==> config.mk <==
export PLATFORM = sky130hd
export DESIGN_NAME = hsst_tx_frame_ctrl
export DESIGN_NICKNAME = d
export VERILOG_FILES = /design/src/rtl/hsst_frame_pkg.sv /design/src/rtl/hsst_tx_frame_ctrl.sv
export SDC_FILE = /design/constraint.sdc
export NUM_CORES = 1
export LEC_CHECK = 0
export ABC_AREA = 1
export CAP_MARGIN = 20
export CORE_MARGIN = 2
export CORE_UTILIZATION = 45
export CTS_BUF_LIST = sky130_fd_sc_hd__clkbuf_4 sky130_fd_sc_hd__clkbuf_8
export DETAILED_ROUTE_END_ITERATION = 10
export GPL_TIMING_DRIVEN = 0
export PLACE_DENSITY = 0.85
export SLEW_MARGIN = 0
export SYNTH_ARGS = -nofsm -noshare
export SYNTH_HDL_FRONTEND = slang
export SYNTH_SLANG_ARGS = --single-unit
==> constraint.sdc <==
create_clock -name clk -period 1.4 [get_ports clk]
set_input_delay 0.28 -clock clk [delete_from_list [all_inputs] [get_ports clk]]
set_output_delay 0.28 -clock clk [all_outputs]
set_load 0.005 [all_outputs]
==> src/rtl/hsst_frame_pkg.sv <==
// Shared framing constants and FSM encoding for the HSST TX frame controller.
// K28.5 (0xBC) in byte0 marks idle; K27.7 (0xFB) and K29.7 (0xFD) delimit frames.
package hsst_frame_pkg;

  localparam logic [15:0] K_IDLE   = 16'h50BC;
  localparam logic [15:0] K_SOF    = 16'h50FB;
  localparam logic [15:0] K_EOF    = 16'h50FD;
  localparam logic [1:0]  K_IDLE_K = 2'b01;
  localparam logic [1:0]  K_SOF_K  = 2'b01;
  localparam logic [1:0]  K_EOF_K  = 2'b01;
  localparam logic [1:0]  DATA_K   = 2'b00;

  localparam int BURST_LEN_DEF = 960;
  // Payload counter sized so a 4096-word burst still fits.
  localparam int PAY_CNT_W     = 13;

  typedef enum logic [2:0] {
    S_IDLE,
    S_SOF,
    S_HDR,
    S_PAY,
    S_EOF
  } state_t;

endpackage

==> src/rtl/hsst_tx_frame_ctrl.sv <==
// Frames one buffered video line per burst: SOF, line header, BURST_LEN FIFO words, EOF.
// Latency: SOF one cycle after start; each FIFO read shows on tx_data 2 cycles later. No backpressure: a frame never stalls.
module hsst_tx_frame_ctrl
  import hsst_frame_pkg::*;
#(
  parameter int BURST_LEN = BURST_LEN_DEF,
  parameter int LVL_WIDTH = 13
) (
  input  logic                 clk,
  input  logic                 rst_n,
  input  logic                 link_ready,
  input  logic                 frame_start,
  input  logic [15:0]          fifo_rd_data,
  input  logic                 fifo_rd_empty,
  input  logic [LVL_WIDTH-1:0] fifo_rd_water_level,
  output logic                 fifo_rd_en,
  output logic [15:0]          tx_data,
  output logic [1:0]           tx_charisk,
  output logic                 busy,
  output logic                 underrun_err
);

  localparam logic [PAY_CNT_W-1:0] C_PAY_LAST = PAY_CNT_W'(BURST_LEN - 1);
  localparam logic [PAY_CNT_W-1:0] C_RD_STOP  = PAY_CNT_W'(BURST_LEN - 2);

  state_t                 r_state;
  state_t                 w_state_nxt;
  logic [PAY_CNT_W-1:0]   r_pay_cnt;
  logic [PAY_CNT_W-1:0]   w_pay_cnt_nxt;
  logic [15:0]            r_tx_data;
  logic [15:0]            w_tx_data_nxt;
  logic [1:0]             r_tx_k;
  logic [1:0]             w_tx_k_nxt;
  logic                   r_busy;
  logic                   w_busy_nxt;
  logic [15:0]            r_line_cnt;
  logic                   r_pend;
  logic                   r_underrun;
  logic                   w_start;
  logic                   w_pend;
  logic                   w_rd_en;

  assign w_start = link_ready && (32'(fifo_rd_water_level) >= 32'(BURST_LEN));
  assign w_pend  = r_pend | frame_start;

  // Reads lead the payload by two cycles, so the strobe spans SOF, HDR and all but the last two payload cycles.
  assign w_rd_en = (r_state == S_SOF) || (r_state == S_HDR) ||
                   ((r_state == S_PAY) && (r_pay_cnt < C_RD_STOP));

  always_comb begin
    w_state_nxt   = r_state;
    w_pay_cnt_nxt = r_pay_cnt;
    w_tx_data_nxt = K_IDLE;
    w_tx_k_nxt    = K_IDLE_K;
    w_busy_nxt    = 1'b1;
    unique case (r_state)
      S_IDLE: begin
        if (w_start) begin
          w_state_nxt   = S_SOF;
          w_tx_data_nxt = K_SOF;
          w_tx_k_nxt    = K_SOF_K;
        end else begin
          w_busy_nxt = 1'b0;
        end
      end
      S_SOF: begin
        w_state_nxt   = S_HDR;
        w_tx_data_nxt = r_line_cnt;
        w_tx_k_nxt    = DATA_K;
      end
      S_HDR: begin
        w_state_nxt   = S_PAY;
        w_pay_cnt_nxt = '0;
        w_tx_data_nxt = fifo_rd_data;
        w_tx_k_nxt    = DATA_K;
      end
      S_PAY: begin
        if (r_pay_cnt == C_PAY_LAST) begin
          w_state_nxt   = S_EOF;
          w_tx_data_nxt = K_EOF;
          w_tx_k_nxt    = K_EOF_K;
        end else begin
          w_pay_cnt_nxt = r_pay_cnt + 1'b1;
          w_tx_data_nxt = fifo_rd_data;
          w_tx_k_nxt    = DATA_K;
        end
      end
      S_EOF: begin
        w_state_nxt = S_IDLE;
        w_busy_nxt  = 1'b0;
      end
      default: begin
        w_state_nxt = S_IDLE;
        w_busy_nxt  = 1'b0;
      end
    endcase
  end

  always_ff @(posedge clk or negedge rst_n) begin
    if (!rst_n) begin
      r_state   <= S_IDLE;
      r_pay_cnt <= '0;
      r_tx_data <= K_IDLE;
      r_tx_k    <= K_IDLE_K;
      r_busy    <= 1'b0;
    end else begin
      r_state   <= w_state_nxt;
      r_pay_cnt <= w_pay_cnt_nxt;
      r_tx_data <= w_tx_data_nxt;
      r_tx_k    <= w_tx_k_nxt;
      r_busy    <= w_busy_nxt;
    end
  end

  // A vsync seen at any point up to and including the start cycle restarts numbering at the next frame.
  always_ff @(posedge clk or negedge rst_n) begin
    if (!rst_n) begin
      r_line_cnt <= '0;
      r_pend     <= 1'b0;
    end else if ((r_state == S_IDLE) && w_start) begin
      r_pend <= 1'b0;
      if (w_pend) begin
        r_line_cnt <= '0;
      end
    end else begin
      r_pend <= w_pend;
      if (r_state == S_EOF) begin
        r_line_cnt <= r_line_cnt + 16'd1;
      end
    end
  end

  always_ff @(posedge clk or negedge rst_n) begin
    if (!rst_n) begin
      r_underrun <= 1'b0;
    end else begin
      r_underrun <= r_underrun | (w_rd_en & fifo_rd_empty);
    end
  end

  assign fifo_rd_en   = w_rd_en;
  assign tx_data      = r_tx_data;
  assign tx_charisk   = r_tx_k;
  assign busy         = r_busy;
  assign underrun_err = r_underrun;

endmodule

Yosys cells after proc, flatten, opt, wreduce, memory -nomap -nowiden
Index checks and enable logic that the tools add are counted.
Storage, ports and cells
  flip-flop bits (word level): 53
  output and inout port bits: 21
  input port bits: 34
  logic and storage cells: 53
Operators by class
  bitwise logic cells: 3
  reduce and logical (&&, ||, !) cells: 13
  order comparisons: 2
  add/subtract/negate cells: 2
  mux-type cells: 16
  eq/ne operators: 9
Operators by type and width (count)
  16-bit 2-to-1 mux: 4
  16-bit case mux with 4 select lines: 1
  13-bit case mux with 2 select lines: 1
  16-bit by 1-bit adder with 16-bit output (second input constant): 1
  13-bit by 1-bit adder with 13-bit output (second input constant): 1
  13-bit by 10-bit == test with 1-bit output (second input constant): 1
  13-bit by 10-bit >= comparator with 1-bit output (second input constant): 1
  13-bit by 10-bit < comparator with 1-bit output (second input constant): 1
  13-bit 2-to-1 mux: 1
  3-bit case mux with 4 select lines: 1
  7-bit 2-to-1 mux: 1
  3-bit by 2-bit == test with 1-bit output (second input constant): 2
  3-bit 2-to-1 mux: 2
  2-bit inequality test (second input constant): 3
  2-bit AND reduction: 3
  1-bit case mux with 2 select lines: 2
  2-bit nonzero test: 2
  3-bit by 1-bit == test with 1-bit output (second input constant): 1
  3-bit == test (second input constant): 1
  1-bit logical AND: 3
  3-bit zero test: 1
  1-bit 2-to-1 mux: 3
  3-bit OR reduction: 1
  1-bit logical OR: 2
  other kinds (4): 5

Logic depth before layout (Yosys ltp)
Gate-level depths: netlist of run 1.
  depth in word-level cells: 5
  gate-level depth with buffers: 9
  mapped depth without buffers: 9

Worst setup path after synthesis of run 1
No wires, ideal clock.
  path kind: register to register
  start point: register r_pay_cnt[0]
  end point: register r_pay_cnt[3]
  slack: -63 ps
  period minus slack after synthesis: 1463 ps
  data required time: 1284 ps
  data arrival time: 1346 ps
  library setup time: 116 ps
  stages on the path, launching flop included: 10
  path buffers: 1
  path through: dfrtp_1 ha_1 nand3_1 nor2_2 nand2_2 nand2_4 nand2_4 buf_6 nand2_1 nand2_1
On the way
  cells in the longest elaborated chain, start to end: 3
  elaborated cells between the ends (all ways): 6
  those cells by class: add/sub: 1; eq/ne: 2; mux: 2; reduce/logical: 1
RTL lines
  from (decl): RTL line hsst_tx_frame_ctrl.sv:28  | logic [PAY_CNT_W-1:0] r_pay_cnt;
  from (signal assigned): RTL line hsst_tx_frame_ctrl.sv:108  | r_pay_cnt <= w_pay_cnt_nxt;
  13-bit by 1-bit adder with 13-bit output or 13-bit by 10-bit == test with 1-bit output (tied branches): RTL line hsst_tx_frame_ctrl.sv:83, hsst_tx_frame_ctrl.sv:78
  13-bit 2-to-1 mux or 2-bit inequality test (tied branches)
  13-bit case mux with 2 select lines or 2-bit AND reduction (tied branches)
Parallel ways exist; a longest one is shown, timed or not. The select of a mux whose other input is x is not followed.
A chain may end at the register's enable or synchronous reset.

Worst setup path after layout of run 1
  start point: register r_pay_cnt[3]
  end point: output fifo_rd_en
On the way
  cells in the longest elaborated chain, start to end: 3
RTL lines
  13-bit by 10-bit < comparator with 1-bit output: RTL line hsst_tx_frame_ctrl.sv:48  | ((r_state == S_PAY) && (r_pay_cnt < C_RD_STOP));
  1-bit logical AND: RTL line hsst_tx_frame_ctrl.sv:48
  1-bit logical OR: RTL line hsst_tx_frame_ctrl.sv:47  | assign w_rd_en = (r_state == S_SOF) || (r_state == S_HDR) ||
  to (decl): RTL line hsst_tx_frame_ctrl.sv:16  | output logic fifo_rd_en,
Every way passes these cells.

==> results of run 1 <==
[registers in the layout (all words and copies together), names as in the netlist]
register	cells
busy	1
r_line_cnt	16
r_pay_cnt	13
r_pend	1
r_state	3
tx_charisk	1
tx_data	16
underrun_err	1
[through the flow]
step           instances  worst slack (ps)  total power (uW)
2_1_floorplan        395             16.42              1605
3_3_place_gp         519             -1481              1766
3_5_place_dp         520            -397.8              1775
4_1_cts              570            -171.2              2642
5_1_grt              593            -393.5              2749
6_report             593            -353.9              2669
[Yosys cell counts]
cell type / n / area [um^2]
dfstp_2: 8 / 210.2
inv_2: 5 / 18.77
buf_4: 3 / 22.52
nor3_1: 3 / 15.01
nor2_4: 2 / 22.52
nand2_2: 6 / 37.54
inv_1: 41 / 153.9
nand2_4: 2 / 22.52
a22oi_1: 7 / 52.55
and2_1: 1 / 6.260
nand3_1: 45 / 225.2
buf_2: 4 / 20.02
o21ai_2: 2 / 17.52
nor2_2: 3 / 18.77
nand3_4: 1 / 17.52
nand4_1: 15 / 93.84
xor2_1: 6 / 52.55
or2_2: 1 / 6.260
nor2_1: 33 / 123.9
nand3_2: 1 / 10.01
buf_6: 3 / 33.78
a21oi_1: 2 / 10.01
nand4_4: 1 / 21.27
nor3_4: 1 / 16.27
conb_1: 1 / 3.750
dfrtp_1: 44 / 1101
o21ai_1: 3 / 15.01
nand2_1: 137 / 514.2
ha_1: 2 / 25.02
o21ai_0: 9 / 45.04
xnor2_1: 1 / 8.760
o211ai_1: 2 / 15.01
[power groups by stage]
| stage | clock network, uW | logic, uW | registers (uW) |
|---|---|---|---|
| floorplan | 0 | 33.9 | 1570 |
| global placement | 0 | 199 | 1570 |
| detailed placement | 0 | 206 | 1570 |
| CTS | 903 | 201 | 1540 |
| global route | 975 | 233 | 1540 |
| finish | 913 | 217 | 1540 |
[area by class of cell]
type | count | area, um^2
Fill cell | 403 | 1679
Inverter | 46 | 195.2
Multi-Input combinational cell | 287 | 1814
Sequential cell | 52 | 1321
Buffer | 10 | 100.1
Tap cell | 77 | 96.34
Clock buffer | 7 | 83.83
Timing Repair Buffer | 113 | 1055
Clock inverter | 1 | 5.005
[cell families (layout without fill, tap and decap cells)]
group | after synthesis | in the layout
buf+inv | 56 | 177
other cells | 1 | 1
xor+xnor | 7 | 7
simple gates | 252 | 252
compound gates | 25 | 25
fa+ha+maj | 2 | 2
flops | 52 | 52
[final timing paths]
check | cells past startpoint | slack, ps | startpoint | to
worst max-delay path | 8 | -350 | r_pay_cnt[3] | fifo_rd_en
worst min-delay path | 2 | 460 | underrun_err | underrun_err
worst max register to register | 8 | -190 | r_pay_cnt[10] | r_pay_cnt[12]
worst min register to register | 2 | 460 | underrun_err | underrun_err
max in group asynchronous | 3 | 230 | rst_n | tx_data[14]
min in group asynchronous | 2 | 500 | rst_n | r_pay_cnt[2]
[routing by layer]
metal  global-route usage, %  up-vias
met2                   44.25      192
met3                   3.210       62
met1                   30.64     1659
met4                   11.83        0
met5                       0        -
li1                        -     1506
[worst max-delay path, stage by stage (launching register included)]
cell and delay, ps:
dfrtp_2 410, nand2_2 80, nor2_4 120, nand2_1 80
nand2_1 90, nand2_1 80, nand2_1 90, nand2_2 70
buf_2 130
[timing repair]
| action | CTS | global route |
|---|---|---|
| hold buffers | 1 | 0 |
| pin swaps | 20 | 35 |
| setup buffers | 38 | 24 |
| setup endpoints to repair | 65 | 53 |
| cloned | 3 | 0 |
| resized for setup | 111 | 83 |
| endpoints found under the hold margin | 12 | 0 |
==> flow_metrics.tcl, run 1 <==
set metrics [dict create \
    core_area_um2 6350 \
    setup_viol 51 \
    seqPwrFrac_pct 57.6 \
    hold_ws_ps 460.1 \
    wl_met3_um 758 \
    synth_compound_area_share_pct 5.248 \
    clkLatencyLatePin_ps 320 \
    ios 55 \
    combPwrFrac_pct 8.1 \
    die_area_um2 7234 \
    clk_pin_slew_ps 110 \
    highest-signal-layer "met4" \
    synthAdderAreaFrac_pct 0.8464 \
    clock_power_share_pct 34.2 \
    dp_hpwl_um 5352 \
    numPortBuffers 47 \
    hold_viol_final 0 \
    grt_use_total_pct 25.21 \
    drtIter0Drc 267 \
    status "finished, violations left" \
    layout_common_cells "92 x nand2_1, 46 x buf_4, 37 x nand3_1" \
    grt_pass1_wl_um 14700 \
    p_per_area_nw_per_um2 571.5 \
    max_slew.worst_pin.slew_ps 644.6 \
    clock_path_buffers 2 \
    slew_violations 0 \
    yosys.area_share.simple_pct 38.93 \
    fin_util_pct 73.56 \
    nets 551 \
    layout-drive-gt1-share_pct 41.28 \
    p_leak_uw 0.002329 \
    synth_fp_nets 431 \
    rows 29 \
    synth_seq_cells 52 \
    gp_congestion 0.9311 \
    antenna_cells 0 \
    ys_types 32 \
    overflow 0 \
    wl_um 11000 \
    start_util_pct 46.56 \
    rsz0062_at_grt "true" \
    cts_root_buf "clkbuf_8" \
    grt_pass1_vias 3201 \
    cts_max_level 2 \
    synth_cells 395 \
    fin_ws_ps -353.9 \
    relSlewSlack_pct 57.02 \
    violations "setup timing" \
    maxClockFrequency_ghz 0.5702 \
    synth_mux_area_share_pct 0 \
    drc 0 \
    cts.sinks 52 \
    internal-power_uw 2045 \
    worstPathArrival_ps 1470 \
    placed_cell_area_um2 3551 \
    cp_max_fo 2 \
    syn-cell-area_um2 2957 \
    path_class "reg -> out" \
    final_common_cell "nand2_1" \
    power_switching_share_pct 23.37 \
    holdCritPathClass "reg -> reg" \
    worstSetupEndpointType "primary output" \
    ir_drop_mv 0.5826 \
    p_sw_uw 623.8 \
    tritoncts "yes" \
    antenna_found_initial 0 \
    clock_skew_ps 19.33 \
    wl_per_cell_um 18.55 \
    synth_xor_area_share_pct 2.074 \
    via_per_inst 5.766 \
    area_growth_pct 57.98 \
    timing.final.crit_share_pct 125.3 \
    crit_required_ps 1120 \
    met2WireLength_um 5672 \
    design_area_um2 4671 \
    grt_max_degree 28 \
    ant_nets 0 \
    firstDrtPassIters 5 \
    num_vias 3419 \
    start_kind "flop" \
    synth_top_family_by_area "simple AND/OR/NAND/NOR gates" \
    period_minus_slack_ps 1754 \
    wl_met1_um 3989 \
    tns_ps -5117 \
    cts_buffers 5 \
    synth-seq-area-share_pct 44.35 \
    avgSynthCellArea_um2 7.485 \
    ys_warn_count 0 \
    die_h_um 85.06 \
    maxCapViolCount 0 \
    fp.dieW_um 85.06 \
]
Power figures use the tool's default switching activity.
==> run 2: changes to the inputs <==
CORE_MARGIN = 1.5   (was 2)
SKIP_LAST_GASP = 1   (was not set)
==> run 2 against run 1 <==
Effect of this change:
- the flow still finishes with violations (setup timing)
- non-clock buffer count fell by 3
- wire length rose by 8.1%
- hold slack improved by 31 ps
- critical path type is now reg -> reg
- critical endpoint is now r_line_cnt[9]
- sequential share of layout area fell by 0.22 points
- power rose by 19%
- highest routed layer unchanged
==> flow_metrics.tcl, run 2 (synthesis results as in run 1) <==
set metrics [dict create \
    status "finished, violations left" \
    core_area_um2 6350 \
    ant_nets 0 \
    setup_viol 48 \
    layout-drive-gt1-share_pct 40.47 \
    start_util_pct 46.56 \
    via_per_inst 5.981 \
    worstPathArrival_ps 1960 \
    fin_ws_ps -309.3 \
    area_growth_pct 58.78 \
    clock_skew_ps 15.46 \
    start_kind "flop" \
    wl_um 11890 \
    drc 0 \
    max_slew.worst_pin.slew_ps 614.0 \
    grt_pass1_wl_um 16070 \
    cts_max_level 2 \
    path_class "reg -> reg" \
    gp_congestion 0.9353 \
    dp_hpwl_um 5192 \
    holdCritPathClass "in -> async" \
    grt_max_degree 30 \
    cts_root_buf "clkbuf_8" \
    timing.final.crit_share_pct 122.1 \
    worstSetupEndpointType "flop" \
    ir_drop_mv 0.5820 \
    antenna_found_initial 0 \
    tritoncts "yes" \
    clock_path_buffers 2 \
    nets 549 \
    cp_max_fo 5 \
    fp.dieW_um 84.06 \
    violations "setup timing" \
    clk_pin_slew_ps 110 \
    final_common_cell "nand2_1" \
    rsz0062_at_grt "true" \
    wl_per_cell_um 20.11 \
    grt_pass1_vias 3329 \
    cts.sinks 52 \
    firstDrtPassIters 7 \
    hold_viol_final 0 \
    drtIter0Drc 421 \
    num_vias 3535 \
    cts_buffers 5 \
    crit_required_ps 1650 \
    dp_worst_setup_slack_ps -391.2 \
    rows 29 \
    layout_common_cells "89 x nand2_1, 47 x buf_4, 41 x nand2_2" \
    antenna_cells 0 \
    die_area_um2 7065 \
    p_leak_uw 0.002310 \
    ios 55 \
    die_h_um 84.06 \
    period_minus_slack_ps 1709 \
    grt_use_total_pct 28.59 \
    overflow 0 \
    maxCapViolCount 0 \
    finalPower_uw 3176 \
    numPortBuffers 47 \
    slew_violations 0 \
    p_per_area_nw_per_um2 676.5 \
    maxClockFrequency_ghz 0.5850 \
    clkLatencyLatePin_ps 320 \
    relSlewSlack_pct 59.07 \
]
run 2: worst paths after layout:
path,from,end,slack (ps),cells past startpoint
worst max-delay path,r_state[0],r_line_cnt[9],-310,9
worst min-delay path,rst_n,r_pay_cnt[4],490,2
worst max register to register,r_state[0],r_line_cnt[9],-310,9
worst min register to register,underrun_err,underrun_err,560,3
max in group asynchronous,rst_n,tx_data[4],250,3
min in group clk,fifo_rd_data[15],tx_data[15],510,3
run 2: repair_timing:
item,in CTS,in global routing
resized for setup,111,75
setup buffers,40,18
hold buffers,1,0
endpoints found under the hold margin,21,0
pin swaps,33,29
endpoints found under the setup margin,65,51
gates cloned,5,0
run 2: per-stage QoR:
step                hold slack [ps]  area [um^2]  TNS (ps)  util (%)  std cells
global placement              448.5         3536    -77220     55.68        519
global route                  521.9         4695    -10820     73.93        591
detailed placement            300.0         3551     -8345     55.92        520
CTS                           508.9         4319     -2716     68.02        574
finish                        491.6         4695     -8294     73.93        591
floorplan                    -15.59         2969         0         -        395
run 2: power breakdown:
group / switching [uW] / internal (uW) / leakage (uW) / total, uW
registers: 6.28 / 1530 / 0.000565 / 1540
logic: 95.9 / 118 / 0.00167 / 214
clock network: 530 / 894 / 0.0000784 / 1420
total: 632 / 2540 / 0.00231 / 3180
run 2: critical path, cell delays in order, from the launching register on:
cell	delay (ps)
dfrtp_2	490
nor2_4	170
buf_6	120
inv_4	40
nor2_4	200
nand4_4	200
nand2_4	160
buf_6	150
nand2_2	60
nand2_2	60
run 2: cell type report:
cell class | instances | area (um^2)
plain buffers | 10 | 107.6
clock buffers | 5 | 68.82
clock inverters | 3 | 90.09
fillers | 408 | 1655
inverters | 46 | 190.2
multi-input cells | 288 | 1827
flip-flops and latches | 52 | 1318
well taps | 77 | 96.34
repair buffers | 110 | 997.2
run 2: routing by layer:
metal  vias up  global-route usage [%]  part of all wire (%)
met3        83                   5.836                   8.0
met1      1685                   32.65                    35
li1       1505                       -                     -
met2       262                   50.33                    50
met5         -                       0                     0
met4         0                   14.46                   6.9
==> run 3: changes to the inputs <==
clock period = 1.5 ns   (was 1.4 ns; I/O delays follow)
==> run 3 against run 2 <==
Effect of this change:
- the run still ends with setup timing left
- non-clock buffer count shrank 40
- global-route usage down 6.0 points
- flip-flop and latch count stayed put
- critical path type is now reg -> out
- largest cell class unchanged
==> flow_metrics.tcl, run 3 (synthesis results as in run 1) <==
set metrics [dict create \
    grt_pass1_wl_um 12720 \
    start_kind "flop" \
    maxClockFrequency_ghz 0.6014 \
    final_common_cell "nand2_1" \
    combPwrFrac_pct 7.5 \
    cts_buffers 5 \
    wl_per_cell_um 14.23 \
    maxCapViolCount 0 \
    p_leak_uw 0.001965 \
    nets 508 \
    internal-power_uw 1956 \
    cp_max_fo 5 \
    path_class "reg -> out" \
    violations "setup timing" \
    firstDrtPassIters 4 \
    max_slew.worst_pin.slew_ps 560.1 \
    clock_power_share_pct 35.2 \
    fin_ws_ps -162.8 \
    dp_worst_setup_slack_ps -307.5 \
    clk_pin_slew_ps 100 \
    num_vias 2861 \
    fin_util_pct 62.05 \
    core_area_um2 6350 \
    layout-drive-gt1-share_pct 21.99 \
    timing.final.crit_share_pct 110.9 \
    drtIter0Drc 190 \
    cts.sinks 52 \
    slowest_stage "dfrtp_1" \
    gp_congestion 0.9189 \
    area_growth_pct 33.26 \
    power_switching_share_pct 21.82 \
    status "finished, violations left" \
    slew_violations 0 \
    hold_ws_ps 462.8 \
    cts_max_level 2 \
    ios 55 \
    p_sw_uw 545.9 \
    overflow 0 \
    die_area_um2 7065 \
    antenna_found_initial 0 \
    grt_max_degree 31 \
    dp_hpwl_um 5385 \
    fp.dieW_um 84.06 \
    hold_viol_final 0 \
    relSlewSlack_pct 62.66 \
    holdCritPathClass "reg -> reg" \
    crit_required_ps 1200 \
    die_h_um 84.06 \
    via_per_inst 5.202 \
    numPortBuffers 47 \
    start_util_pct 46.56 \
    seqPwrFrac_pct 57.4 \
    worstPathCellList "nand2_2, nor2_4, nand2_1, nand2_1, nand2_2, buf_2" \
    setup_viol 8 \
    rsz0062_at_grt "true" \
    layout_common_cells "130 x nand2_1, 43 x nand3_1, 38 x inv_1, 38 x dfrtp_1, 35 x clkdlybuf4s50_1" \
    critPathBufInv 1 \
    drc 0 \
    period_minus_slack_ps 1663 \
    worstSetupEndpointType "primary output" \
    placed_cell_area_um2 3538 \
    clkLatencyLatePin_ps 320 \
    rows 29 \
    wl_um 7826 \
    design_area_um2 3940 \
    max_stage_delay_ps 410 \
    ant_nets 0 \
    cts_root_buf "clkbuf_8" \
    tritoncts "yes" \
    p_per_area_nw_per_um2 635.0 \
    critPathTopFamily "simple AND/OR/NAND/NOR gates" \
    worstPathArrival_ps 1360 \
    clock_skew_ps 15.19 \
    grt_use_total_pct 22.57 \
    grt_pass1_vias 2787 \
    antenna_cells 0 \
    clock_path_buffers 2 \
    ir_drop_mv 0.5152 \
]
==> run 3: cell count changes in the layout (fill, tap and decap cells not counted), sizes merged <==
cell | before | now
buf | 74 | 34
clkbuf | 5 | 8
dlymetal6s2s | 0 | 2
clkdlybuf4s50 | 26 | 35
bufinv | 3 | 0
dlygate4sd2 | 19 | 8
nand3 | 48 | 47
==> run 3: final cells by class <==
| cell class | instances | area (um^2) |
|---|---|---|
| Tap cell | 77 | 96.34 |
| Sequential cell | 52 | 1319 |
| Clock buffer | 8 | 97.59 |
| Inverter | 46 | 177.7 |
| Timing Repair Buffer | 70 | 643.1 |
| Fill cell | 525 | 2410 |
| Buffer | 10 | 92.59 |
| Multi-Input combinational cell | 287 | 1514 |
==> run 3: per-stage QoR <==
| stage | TNS (ps) | total power (uW) | cells |
|---|---|---|---|
| floorplan | 0 | 1498 | 395 |
| global placement | -73570 | 1648 | 519 |
| detailed placement | -7052 | 1658 | 520 |
| CTS | -147.6 | 2522 | 544 |
| global route | -1510 | 2603 | 550 |
| finish | -252.9 | 2502 | 550 |
==> run 3: timing repair <==
item / in CTS / in global routing
pin swaps: 7 / 3
gates resized for setup: 37 / 26
buffers inserted: 15 / 5
endpoints found under the hold margin: 20 / 0
hold buffers: 1 / 0
setup endpoints to repair: 44 / 43
cloned: 0 / 1
==> run 3: power by group through the flow <==
stage / clock network [uW] / logic (uW) / registers [uW]
3_3_place_gp: 0 / 185 / 1460
4_1_cts: 896 / 190 / 1440
2_1_floorplan: 0 / 31.7 / 1470
3_5_place_dp: 0 / 194 / 1460
5_1_grt: 959 / 206 / 1440
6_report: 880 / 187 / 1440
==> run 3: routing by layer <==
layer  share of wire [%]  up-vias  GRT usage (%)
li1                    -     1415              -
met3                 5.1       17          5.539
met1                  41     1347          28.42
met2                  52       82          37.96
met4                 2.0        0          7.452
met5                   0        -              0
==> run 3: worst min-delay path: stages (launching register included) <==
cell and delay, ps:
dfrtp_1 350, inv_1 40, nand2_1 50
==> run 3: worst paths after layout <==
path	start	endpoint	slack, ps	depth (start not counted)
hold / removal	underrun_err	underrun_err	460	2
setup / recovery	r_pay_cnt[9]	fifo_rd_en	-160	6
hold reg to reg	underrun_err	underrun_err	460	2
setup reg to reg	r_pay_cnt[1]	tx_data[11]	-20	10
min in group asynchronous	rst_n	r_pay_cnt[1]	490	2
max in group asynchronous	rst_n	tx_data[12]	370	3
